$ cat src/rtl/memarb.sv
// Round-robin burst arbiter sharing one single-port memory controller among PORTS requesters.
// One grant at a time; address/length/direction are registered at grant, data and acks steered per word.
module memarb #(
    parameter int PORTS = 4
) (
    input  logic                  clk,
    input  logic                  rstn,
    input  logic [23*PORTS-1:0]   reqaddr,
    input  logic [32*PORTS-1:0]   reqwdata,
    input  logic [2*PORTS-1:0]    reqlen,
    input  logic [PORTS-1:0]      reqwr,
    input  logic [PORTS-1:0]      reqreq,
    output logic [PORTS-1:0]      reqack,
    output logic [31:0]           reqrdata,
    output logic [22:0]           memaddr,
    output logic [31:0]           memwdata,
    output logic [1:0]            memlen,
    output logic                  memwr,
    output logic                  memreq,
    input  logic                  memack,
    input  logic [31:0]           memrdata
);

    localparam int GW = (PORTS > 1) ? $clog2(PORTS) : 1;

    typedef enum logic [1:0] {IDLE, BUSY, GAP} state_e;

    state_e        state_q, state_d;
    logic [GW-1:0] g_q, g_d;
    logic [GW-1:0] last_q, last_d;
    logic [1:0]    cnt_q, cnt_d;
    logic          memreq_q, memreq_d;
    logic [22:0]   memaddr_q, memaddr_d;
    logic [1:0]    memlen_q, memlen_d;
    logic          memwr_q, memwr_d;

    logic [GW-1:0] pick;
    logic [GW-1:0] idx;
    logic          any_req;

    // First requesting port searching upward from last+1, wrapping at PORTS.
    always_comb begin
        // NOTE: every variable gets a default before any branch, so no latch can be inferred.
        pick    = '0;
        idx     = '0;
        any_req = 1'b0;
        for (int k = 1; k <= PORTS; k++) begin
            idx = GW'((int'(last_q) + k) % PORTS);
            if (!any_req && reqreq[idx]) begin
                any_req = 1'b1;
                pick    = idx;
            end
        end
    end

    always_comb begin
        state_d   = state_q;
        g_d       = g_q;
        last_d    = last_q;
        cnt_d     = cnt_q;
        memreq_d  = memreq_q;
        memaddr_d = memaddr_q;
        memlen_d  = memlen_q;
        memwr_d   = memwr_q;
        case (state_q)
            IDLE: begin
                if (any_req) begin
                    g_d      = pick;
                    memreq_d = 1'b1;
                    state_d  = BUSY;
                    for (int i = 0; i < PORTS; i++) begin
                        if (pick == GW'(i)) begin
                            memaddr_d = reqaddr[23*i +: 23];
                            memlen_d  = reqlen[2*i +: 2];
                            memwr_d   = reqwr[i];
                            cnt_d     = reqlen[2*i +: 2];
                        end
                    end
                end
            end
            BUSY: begin
                if (memack) begin
                    if (cnt_q == 2'd0) begin
                        memreq_d = 1'b0;
                        last_d   = g_q;
                        state_d  = GAP;
                    end else begin
                        cnt_d = cnt_q - 2'd1;
                    end
                end
            end
            GAP:     state_d = IDLE;
            default: state_d = IDLE;
        endcase
    end

    always_ff @(posedge clk or negedge rstn) begin
        if (!rstn) begin
            // NOTE: sequential state uses non-blocking assignments so all flops update together.
            state_q   <= IDLE;
            g_q       <= '0;
            last_q    <= GW'(PORTS - 1);
            cnt_q     <= 2'd0;
            memreq_q  <= 1'b0;
            memaddr_q <= 23'd0;
            memlen_q  <= 2'd0;
            memwr_q   <= 1'b0;
        end else begin
            state_q   <= state_d;
            g_q       <= g_d;
            last_q    <= last_d;
            cnt_q     <= cnt_d;
            memreq_q  <= memreq_d;
            memaddr_q <= memaddr_d;
            memlen_q  <= memlen_d;
            memwr_q   <= memwr_d;
        end
    end

    // Acks and write data are steered combinationally so the controller sees zero added latency.
    always_comb begin
        reqack   = '0;
        memwdata = 32'd0;
        for (int i = 0; i < PORTS; i++) begin
            if (state_q == BUSY && g_q == GW'(i)) begin
                reqack[i] = memack;
                memwdata  = reqwdata[32*i +: 32];
            end
        end
    end

    assign reqrdata = memrdata;
    assign memreq   = memreq_q;
    assign memaddr  = memaddr_q;
    assign memlen   = memlen_q;
    assign memwr    = memwr_q;

endmodule

$ cat config.mk
export PLATFORM = sky130hd
export DESIGN_NAME = memarb
export DESIGN_NICKNAME = d
export VERILOG_FILES = /design/src/rtl/memarb.sv
export SDC_FILE = /design/constraint.sdc
export NUM_CORES = 1
export LEC_CHECK = 0
export BUFFER_PORTS_ARGS = -buffer_cell sky130_fd_sc_hd__buf_2
export CORE_AREA = 2 2 142 144
export CTS_CLUSTER_DIAMETER = 30
export DETAILED_ROUTE_END_ITERATION = 7
export DIE_AREA = 0 0 144 146
export PLACE_DENSITY = 0.47
export SYNTH_ARGS = -nofsm -noshare
export SYNTH_HDL_FRONTEND = slang
export SYNTH_SLANG_ARGS = --single-unit
$ cat constraint.sdc
create_clock -name clk -period 4.3 [get_ports clk]
set_input_delay 0.86 -clock clk [delete_from_list [all_inputs] [get_ports clk]]
set_output_delay 0.86 -clock clk [all_outputs]
set_load 0.1 [all_outputs]
==> out/summary.txt <==
STATUS
----------------------------------------------------------------------------------------
Result of the run                                                              completed

PLACEMENT
----------------------------------------------------------------------------------------
Final HPWL DP                                                               13700 microns
Placed cells                                                                         922
Number of I/O port buffers                                                           301
Placer congestion estimate                                                         0.795

ROUTING
----------------------------------------------------------------------------------------
Vias after detailed routing                                                         4260
Post-detailed-route DRC marker count                                                   0
DRC marker count from the first detailed-route iteration                             126
Final Routed Wirelength                                                     17300 microns
Pre-Repair DR Iteration Count                                                          4
Detailed-route wire length per cell                                         18.5 microns
Via density per instance                                                            4.56
Post-route antenna net violation count                                                 0

SYNTH
----------------------------------------------------------------------------------------
Net count after synthesis                                                            688
Distinct cells, synth                                                                 43
Top cells by area, synth                                                    dfrtp_1 24%, mux2_2 7.3%, buf_4 7.1%
Number of flops mapped to enable cells by yosys                                        0
Cell area after technology mapping                                            3390 sq um
Synthesis-stage register bit count                                                    35
Ys async rst share                                                                  100%
Synth Warn #                                                                           0
Synth top area share                                                               24.4%
Share of synthesized area occupied by flip-flops and latches                       25.9%
Predominant post-synthesis flop cell                                             dfrtp_1
Synthesized instance count                                                           416
Avg Inst Size Synth                                                           8.14 sq um
Yosys top cell by area                                                           dfrtp_1

STA
----------------------------------------------------------------------------------------
Portion of the clock cycle consumed by the worst path in the final layout          76.9%
Worst slew margin                                                                  27.3%
Maximum frequency from static timing analysis                                    302 MHz
RSZ-0062 raised after global routing                                                  no
Actual slew at the worst max-slew pin                                            1090 ps
Final hold violation count                                                             0
Count of pins over their slew limit                                                    0
Fin Setup TNS                                                                       0 ps
Crit path time final                                                             3310 ps
Total setup violations reported at the end of the flow                                 0
Final Skew                                                                       5.41 ps
Hold Slack                                                                        479 ps

WORST SETUP PATH
----------------------------------------------------------------------------------------
Max stage delay cell, worst path                                                 dfrtp_2
Launching instance or port of the critical path                                   g_q[0]
Crit-path max cell delay                                                          590 ps
Data required, critical path                                                     3440 ps
R2r startpoint                                                                 last_q[0]
Critical path, cell by cell                                                 buf_4 > mux2_2 > a221oi_1 > nor2_1 > buf_2
Type of the worst setup path                                                flop to primary output
Worst setup EP type                                                         primary output
Data arrival time of the critical path                                           2450 ps
Critical-path maximum fanout                                                          24
Type of element launching the critical path                                         flop

CTS
----------------------------------------------------------------------------------------
Sinks on Clock Net                                                                    35
Clock-pin slew on the worst setup and hold paths                                   60 ps
CTS root buffer                                                                clkbuf_16
Resized cells post-CTS                                                                 0
Post-CTS Hold Buffers                                                                  0
Number of CTS-inserted buffers                                                         5
H-tree lvl count                                                                       2
CTS tree                                                                           built
Post-CTS repair timing setup buffer count                                              0
Source-to-sink clock delay at the later pin of the worst-skew pair                290 ps
Number of buffers between clock root and the deepest sink                              2

WORST HOLD PATH
----------------------------------------------------------------------------------------
Worst min-delay path startpoint                                              memaddr[16]
Path class of the lowest-slack min-delay path                               flop to flop

FINISH
----------------------------------------------------------------------------------------
Ratio of cells with drive above 1 in the final layout                              53.5%
Commonest non-fill, non-tap cell in the layout                                     buf_2
Area delta synth->final                                                            50.9%
Number of cells in the finished layout apart from fillers                            934
Number of fill cells                                                                2215
Final-stage net count                                                                936
Highest-count cells in the layout ignoring fill and taps                    301 x buf_2, 42 x nor2_1, 35 x nand2_1

GRT
----------------------------------------------------------------------------------------
Number of global-route vias before repair                                           4332
Number of antenna violations at the first check in global routing                      6
Pin count of the biggest net entering global routing                                  36
Global route overflow                                                                  0
GRT Util Overall                                                                   15.4%
First-pass GRT wire length                                                  24400 microns

DIE
----------------------------------------------------------------------------------------
Die H                                                                        146 microns
DIE WIDTH                                                                    144 microns
Row count                                                                             51
Core region area                                                             19300 sq um
# IOs                                                                                366
Area enclosed by the die boundary                                            21000 sq um
Initial Utilization                                                                17.5%

FLOW RUN
----------------------------------------------------------------------------------------
Maxcap violations                                                                      0

==> worst max-delay path, delay by kind of cell (launching register included) <==
family	cells	cell delay, ps
buffers and inverters	2	700
DFF	1	590
AOI/OAI and AO/OA	1	400
muxes	1	380
and+or+nand+nor	1	70
==> routing by layer <==
layer  track usage, %  part of all wire (%)  up-vias
met5                0                  0.17        -
met4             5.00                   2.0        4
met3             4.57                   8.3       34
met2             29.6                    54      207
met1             15.6                    36     1957
li1                 -                     -     2058
==> registers in the layout, indices dropped and copies added, names as in the netlist <==
signal,count
last_q,2
memaddr,23
state_q,2
cnt_q,2
memwr,1
g_q,2
memreq,1
memlen,2
==> cell families (layout without fill, tap and decap cells) <==
family / count (synthesis) / count (layout) / synth area share, %
buf+inv: 80 / 329 / 13.0
flops: 35 / 35 / 25.9
compound gates: 162 / 162 / 35.6
fa+ha+maj: 1 / 1 / 0.369
mux: 36 / 36 / 11.8
simple gates: 102 / 102 / 13.2
other cells: 0 / 4 / 0
==> synthesized netlist by cell type, drive strengths merged (2+ instances only) <==
cell and number:
a211oi 24, a21oi 4, a221oi 20, a22oi 12
and2 2, and3 2, buf 46, clkbuf 25
dfrtp 33, dfstp 2, inv 9, mux2 22
mux2i 13, nand2 35, nand3 3, nor2 44
nor2b 5, nor3 3, nor4 3, o211ai 2
o21ai 41, o221ai 25, o311a 2, o31a 24
o31ai 2, or2 2
==> per-stage QoR <==
stage / cell area (sq um) / worst slack (ps) / util [%]
2_1_floorplan: 3390 / 33.9 / -
3_3_place_gp: 4930 / 1140 / 25.5
3_5_place_dp: 4930 / 1080 / 25.5
4_1_cts: 5100 / 901 / 26.4
5_1_grt: 5100 / 807 / 26.4
6_report: 5110 / 993 / 26.4
==> cell type report <==
| type | instances | area (sq um) | area share, % |
|---|---|---|---|
| Multi-Input combinational cell | 301 | 2100 | 41.0 |
| Timing Repair Buffer | 312 | 1590 | 31.1 |
| Sequential cell | 35 | 880 | 17.2 |
| Tap cell | 265 | 332 | 6.49 |
| Clock buffer | 5 | 125 | 2.45 |
| Clock inverter | 3 | 43.8 | 0.857 |
| Inverter | 9 | 33.8 | 0.661 |
| Antenna cell | 4 | 10.0 | 0.196 |
==> path summary, 6_finish.rpt <==
| path | endpoint | slack [ps] | depth (start not counted) |
|---|---|---|---|
| setup / recovery | memwdata[5] | 990 | 5 |
| hold / removal | memaddr[16] | 480 | 2 |
| setup reg to reg | memaddr[21] | 1830 | 7 |
| hold reg to reg | memaddr[16] | 480 | 2 |
| max in group asynchronous | g_q[0] | 2950 | 1 |
| min in group asynchronous | memaddr[11] | 710 | 1 |
Power is left out: the tool's default activity adds up to more than one toggle a clock period on the data nets, which glitch-free logic cannot reach.
